===== src/rtl/tmds_rx_decoder.sv =====
// TMDS receive lane: finds the 10-bit symbol boundary from control-token runs,
// holds lock while tokens keep arriving, and decodes data/control symbols.
module tmds_rx_decoder #(
  parameter int unsigned p_lock_count   = 8,
  parameter int unsigned p_search_dwell = 1024,
  parameter int unsigned p_loss_timeout = 4096
) (
  input  logic       i_clk,
  input  logic       i_rst_n,
  input  logic [9:0] i_symbol,
  output logic [7:0] o_data,
  output logic [1:0] o_ctrl,
  output logic       o_de,
  output logic       o_valid,
  output logic       o_locked,
  output logic [3:0] o_offset
);

  localparam int unsigned RUN_W   = $clog2(p_lock_count) + 1;
  localparam int unsigned DWELL_W = $clog2(p_search_dwell) + 1;
  localparam int unsigned LOSS_W  = $clog2(p_loss_timeout) + 1;

  typedef enum logic {SEARCH, LOCKED} state_t;

  state_t              state, state_n;
  logic [RUN_W-1:0]    run_cnt, run_n;
  logic [DWELL_W-1:0]  dwell_cnt, dwell_n;
  logic [LOSS_W-1:0]   loss_cnt, loss_n;
  logic [3:0]          offset_n;

  logic [9:0]  prev_word;
  logic [19:0] window_shifted;
  logic [9:0]  aligned;
  logic        tok_hit;
  logic [1:0]  tok_val;

  logic [9:0]  s1_sym;
  logic        s1_hit;
  logic [1:0]  s1_tok;

  logic [7:0]  t_byte;
  logic [7:0]  d_byte;
  logic        valid_d1;

  // Window holds the previous word in the low half, so bit 0 is the earliest bit.
  assign window_shifted = {i_symbol, prev_word} >> o_offset;
  assign aligned        = window_shifted[9:0];

  always_comb begin
    tok_hit = 1'b1;
    tok_val = 2'b00;
    case (aligned)
      10'b1101010100: tok_val = 2'b00;
      10'b0010101011: tok_val = 2'b01;
      10'b0101010100: tok_val = 2'b10;
      10'b1010101011: tok_val = 2'b11;
      default:        tok_hit = 1'b0;
    endcase
  end

  always_ff @(posedge i_clk or negedge i_rst_n) begin
    if (!i_rst_n) begin
      prev_word <= '0;
      s1_sym    <= '0;
      s1_hit    <= 1'b0;
      s1_tok    <= '0;
    end else begin
      prev_word <= i_symbol;
      s1_sym    <= aligned;
      s1_hit    <= tok_hit;
      s1_tok    <= tok_val;
    end
  end

  always_comb begin
    t_byte    = s1_sym[9] ? ~s1_sym[7:0] : s1_sym[7:0];
    d_byte    = '0;
    d_byte[0] = t_byte[0];
    for (int unsigned i = 1; i < 8; i++) begin
      d_byte[i] = s1_sym[8] ? (t_byte[i] ^ t_byte[i-1]) : ~(t_byte[i] ^ t_byte[i-1]);
    end
  end

  always_ff @(posedge i_clk or negedge i_rst_n) begin
    if (!i_rst_n) begin
      o_data <= '0;
      o_ctrl <= '0;
      o_de   <= 1'b0;
    end else begin
      o_de   <= ~s1_hit;
      o_data <= s1_hit ? 8'h00 : d_byte;
      if (s1_hit) o_ctrl <= s1_tok;
    end
  end

  // Alignment FSM acts on the registered stage-1 hit; lock beats dwell expiry.
  always_comb begin
    state_n  = state;
    run_n    = run_cnt;
    dwell_n  = dwell_cnt;
    loss_n   = loss_cnt;
    offset_n = o_offset;
    case (state)
      SEARCH: begin
        if (s1_hit && (run_cnt >= RUN_W'(p_lock_count - 1))) begin
          state_n = LOCKED;
          run_n   = '0;
          dwell_n = '0;
          loss_n  = '0;
        end else if (dwell_cnt >= DWELL_W'(p_search_dwell - 1)) begin
          offset_n = (o_offset == 4'd9) ? 4'd0 : o_offset + 4'd1;
          run_n    = '0;
          dwell_n  = '0;
        end else begin
          if (!s1_hit)               run_n = '0;
          else if (run_cnt != '1)    run_n = run_cnt + 1'b1;
          if (dwell_cnt != '1)       dwell_n = dwell_cnt + 1'b1;
        end
      end
      LOCKED: begin
        if (s1_hit) begin
          loss_n = '0;
        end else if (loss_cnt >= LOSS_W'(p_loss_timeout - 1)) begin
          state_n  = SEARCH;
          offset_n = (o_offset == 4'd9) ? 4'd0 : o_offset + 4'd1;
          run_n    = '0;
          dwell_n  = '0;
          loss_n   = '0;
        end else if (loss_cnt != '1) begin
          loss_n = loss_cnt + 1'b1;
        end
      end
      default: state_n = SEARCH;
    endcase
  end

  always_ff @(posedge i_clk or negedge i_rst_n) begin
    if (!i_rst_n) begin
      state     <= SEARCH;
      run_cnt   <= '0;
      dwell_cnt <= '0;
      loss_cnt  <= '0;
      o_offset  <= '0;
      valid_d1  <= 1'b0;
      o_valid   <= 1'b0;
    end else begin
      state     <= state_n;
      run_cnt   <= run_n;
      dwell_cnt <= dwell_n;
      loss_cnt  <= loss_n;
      o_offset  <= offset_n;
      valid_d1  <= o_locked;
      o_valid   <= valid_d1;
    end
  end

  assign o_locked = (state == LOCKED);

endmodule


===== config.mk =====
export PLATFORM = sky130hd
export DESIGN_NAME = tmds_rx_decoder
export DESIGN_NICKNAME = d
export VERILOG_FILES = /design/src/rtl/tmds_rx_decoder.sv
export SDC_FILE = /design/constraint.sdc
export NUM_CORES = 1
export LEC_CHECK = 0
export BUFFER_PORTS_ARGS = -buffer_cell sky130_fd_sc_hd__buf_2
export CORE_UTILIZATION = 44
export CTS_BUF_LIST = sky130_fd_sc_hd__clkbuf_2 sky130_fd_sc_hd__clkbuf_4 sky130_fd_sc_hd__clkbuf_8
export CTS_CLUSTER_DIAMETER = 200
export DETAILED_ROUTE_END_ITERATION = 8
export SLEW_MARGIN = 15
export SYNTH_ARGS = -nofsm -noshare
export SYNTH_HDL_FRONTEND = slang
export SYNTH_SLANG_ARGS = --single-unit

===== constraint.sdc =====
create_clock -name i_clk -period 5.21 [get_ports i_clk]
set_input_delay 0.7815 -clock i_clk [delete_from_list [all_inputs] [get_ports i_clk]]
set_output_delay 0.7815 -clock i_clk [all_outputs]
set_load 0.05 [all_outputs]

After elaboration in Yosys (flattened, before gate mapping)
Index checks and enable logic that the tools add are counted.
{"block": "op_classes", "shifts": 1, "bitwise": 17, "add_sub_neg": 4, "muxes": 39, "reduce_logical": 6, "eq_ne": 16, "magnitude_cmp": 3}
{"operator": "$mux 11", "n": 5}
{"operator": "$mux 13", "n": 4}
{"operator": "$mux 4", "n": 11}
{"operator": "$pmux 13 s2", "n": 1}
{"operator": "$pmux 11 s2", "n": 1}
{"operator": "$eq 10x10->1 const B", "n": 2}
{"operator": "$shr 20x4->10", "n": 1}
{"operator": "$mux 8", "n": 2}
{"operator": "$pmux 4 s2", "n": 2}
{"operator": "$add 13x1->13 const B", "n": 1}
{"operator": "$ge 13x12->1 const B", "n": 1}
{"operator": "$ne 13x13->1 const B", "n": 1}
{"operator": "$add 11x1->11 const B", "n": 1}
{"operator": "$ge 11x10->1 const B", "n": 1}
{"operator": "$mux 1", "n": 11}
{"operator": "$ne 11x11->1 const B", "n": 1}
{"operator": "$eq 10x8->1 const B", "n": 1}
{"operator": "$eq 10x9->1 const B", "n": 1}
{"operator": "$not 1->1", "n": 9}
{"operator": "$add 4x1->4 const B", "n": 2}
{"operator": "$ne 2x2->1 const B", "n": 4}
{"operator": "$ne 4x4->1 const B", "n": 2}
{"operator": "$not 8->8", "n": 1}
{"operator": "$xor 1x1->1", "n": 7}
{"operator": "12 further kinds", "n": 13}
{"block": "totals", "ff_bits": 69, "out_inout_bits": 17, "in_bits": 12, "word_cells": 100}

Logic depth before layout (Yosys ltp)
{"block": "depth", "word_depth": 6, "ltp_mapped": 9, "ltp_nobuf": 7}

Worst setup path before layout
No wires, ideal clock.
{"block": "synth_timing", "path_type": "flip-flop to flip-flop", "startpoint": "reg o_offset[1]", "endpoint": "reg s1_tok[1]", "t_arrival_ps": 2371, "n_path_buf": 1, "setup_time_ps": 79, "t_required_ps": 5131, "path_stages_with_launch": 8, "slack_ps": 2759, "period_less_slack_ps": 2451, "path_cell_list": "dfrtp_1 buf_6 mux4_1 a221oi_1 a21oi_1 nor4_1 nand4_1 mux2i_1"}
{"block": "synth_via", "elab_chain_cells": 3, "word_cells_on_any_way": 5, "cone_classes": "3 x eq/ne; 1 x shift; 1 x mux"}
{"item": "start: declaration", "line_no": "16", "rtl": "output logic [3:0] o_offset"}
{"item": "start signal: assignment", "line_no": "151", "rtl": "o_offset <= offset_n;"}
{"item": "$shr 20x4->10 *", "line_no": "46", "rtl": "assign window_shifted = {i_symbol, prev_word} >> o_offset;"}
{"item": "via window_shifted[6]", "line_no": "32", "rtl": "logic [19:0] window_shifted;"}
{"item": "$eq 10x10->1, or another cell as far along", "line_no": "52", "rtl": "case (aligned)"}
{"item": "$pmux 2 s3 *", "line_no": "52"}
{"item": "via tok_val[1]", "line_no": "35", "rtl": "logic [1:0] tok_val;"}
{"item": "end signal: assignment", "line_no": "71", "rtl": "s1_tok <= tok_val;"}
{"item": "end: declaration", "line_no": "39", "rtl": "logic [1:0] s1_tok;"}
The timed path passes the listed nets; every way through them passes the cells marked *.
A chain may end at the register's enable or synchronous reset.

Final worst setup path
{"block": "layout_timing", "startpoint": "reg o_offset[3]", "endpoint": "reg s1_tok[1]"}
The elaborated chain is that of the path after synthesis.

==> results by group <==
Run status
  • Status: finished, final reports clean

Route
  • Post-DRT Antenna Nets: 0
  • 1st-pass router iterations: 4
  • DRT iter0 DRCs: 106
  • Routed wire length: 7353 um
  • Vias/cell: 5.713
  • Post-route DRC: 0
  • Avg WL per Cell: 16.13 um
  • Vias: 2605

Synth
  • Syn Area/Cell: 11.16 um^2
  • Commonest register cell after synthesis: dfrtp_1
  • Sequential area share after synthesis: 47.62%
  • Synth Register Bits: 69
  • Area share of the largest cell type after synthesis: 47.62%
  • Synth Net Count: 340
  • Number of library cell types mapped by synthesis: 54
  • Post-synth top area cell: dfrtp_1
  • Async S/R FF share, synth: 100.0%
  • Top cells by area, synth: dfrtp_1 (48%), mux2i_1 (5.8%), mux4_2 (5.6%)
  • Synth warnings: 0
  • Mapped Area: 3626 um^2
  • EDFF count, synth: 0
  • Post-Syn Instances: 325

STA
  • Setup tns final: 0 ps
  • Fin crit share: 51.85%
  • Fin crit period: 2702 ps
  • Max-slew violations: 0
  • Slew headroom: 38.73%
  • Clk_skew: 11.83 ps
  • FMAX: 370.2 MHz
  • Final hold violation count: 0
  • RSZ-0062 raised after global routing: false
  • Slew @ Worst Pin: 919.1 ps
  • Final setup vio count: 0

Place
  • Port bufs: 28
  • Post-DP HPWL: 4908 um
  • Routability congestion estimate: 0.8743

Clock network
  • Setup Fix Bufs, Post-CTS: 0
  • Maximum clock path buffer count: 2
  • Clock Sinks: 69
  • Reg clk slew, reported paths: 70 ps
  • Cts bufs inserted: 9
  • Max H-tree Level: 3
  • Root Buffer: clkbuf_8
  • Post_cts resized: 0
  • TritonCTS clock tree: built
  • Skew-Pair Late Insertion Delay: 340 ps
  • Hold-fix buffers, CTS: 0

Final layout
  • Fillers: 728
  • Layout cells sized above 1: 17.80%
  • Layout area overhead: 10.42%
  • Ant. Diodes: 0
  • Fin util: 51.02%
  • Layout Nets: 364
  • Most frequent cells in the layout: dfrtp_1 (69), o21ai_0 (33), buf_2 (28)
  • Leading cell type in the layout, fill and taps excluded: dfrtp_1

Floorplanning
  • Die Wd: 92.78 um
  • Core Area: 7848 um^2
  • Top Ports: 29
  • Rows: 32
  • Initial Utilization: 46.21%
  • Die area: 8608 um^2
  • Die height: 92.78 um

GRT
  • Largest net degree at the start of global routing: 70
  • First-pass GRT wire length: 12800 um
  • Vias in the first global route: 2486
  • Tot GR Track Use: 19.20%
  • Grt ovf: 0
  • Initial antenna violation count: 0

Worst hold path
  • Hold Path Class: flip-flop to flip-flop

Worst setup path
  • Largest stage delay, worst path: 840 ps
  • Buf/Inv on CP: 1
  • Critical path type: flip-flop to flip-flop
  • CP Capture Type: flip-flop
  • Worst path cell trace: clkinv_1 > mux4_2 > mux2i_4 > nand4_1 > or3_1 > mux2i_1
  • Slowest-stage cell, CP: dfrtp_1
  • Crit-path max FO: 21
  • Worst EP arrival: 2960 ps
  • Setup crit start kind: flip-flop
  • CP required: 5470 ps
  • Family with the most delay on the worst path: flip-flops

Job
  • Max-Cap Viols: 0

Power
  • Power Density: 267.8 nW/um^2
  • VDD IR max: 0.1227 mV
  • Leak: 1.741 nW
[routing by layer]
layer | track usage [%] | routed length, um | vias up
met5 | 0 | 0 | -
met2 | 28.19 | 3293 | 46
met3 | 3.366 | 188 | 10
met1 | 27.93 | 3746 | 1300
met4 | 8.077 | 124 | 0
li1 | - | - | 1249
[worst paths after layout]
check	from	end	slack [ps]	cells past startpoint
worst max-delay path	o_offset[3]	s1_tok[1]	2510	6
worst min-delay path	valid_d1	o_valid	370	0
worst max register to register	o_offset[3]	s1_tok[1]	2510	6
worst min register to register	valid_d1	o_valid	370	0
max in group asynchronous	i_rst_n	dwell_cnt[9]	4000	2
min in group asynchronous	i_rst_n	o_data[4]	620	2
[kinds of logic (layout without fill, tap and decap cells)]
logic type / after synthesis / in the layout / share of synthesized area, %
buffers and inverters: 22 / 51 / 2.899
AND/OR/NAND/NOR: 100 / 100 / 14.15
adder cells (fa/ha/maj): 3 / 3 / 1.035
multiplexers: 42 / 42 / 17.91
flip-flops: 69 / 69 / 47.62
XOR/XNOR: 15 / 15 / 3.623
AO/OA/AOI/OAI: 74 / 74 / 12.77
[layout make-up]
cell class,instances,area [um^2],share of cell area [%]
tap,102,127.6,3.187
multi-input combinational,234,1794,44.81
timing repair buffer,30,155.1,3.875
clock inverter,3,21.27,0.5313
inverter,5,18.77,0.4688
sequential,69,1727,43.13
clock buffer,13,160.2,4.000
[synth_stat cells (8+ instances only)]
master / instances
o21ai_0: 33
dfrtp_1: 69
mux4_2: 9
nand2_1: 25
nand3_1: 10
mux2i_1: 21
a21oi_1: 12
and3_1: 10
clkbuf_1: 8
xnor2_1: 14
nor2_1: 20
[power breakdown]
group,switching (mW),internal [mW],total [mW]
combinational,0.0721,0.0333,0.105
sequential,0.00783,0.552,0.560
clock,0.204,0.202,0.407
[through the flow]
stage	hold slack, ps	setup slack (ps)	power, mW	cells	instance area [um^2]
after global placement	349.0	2577	0.6760	440	3822
after floorplan	331.2	2759	0.6396	325	3626
after CTS	365.9	2519	1.088	456	4004
after detailed placement	349.7	2541	0.6776	440	3822
after global routing	380.9	2299	1.123	456	4004
final	370.9	2508	1.072	456	4004
[registers in the layout, summed over array words and instances (netlist names), 2 cells and up]
signal and cells:
prev_word 10, run_cnt 4, s1_sym 10, o_offset 4, s1_tok 2, o_data 8
loss_cnt 13, o_ctrl 2, dwell_cnt 11
(Power assumes the default switching activity.)
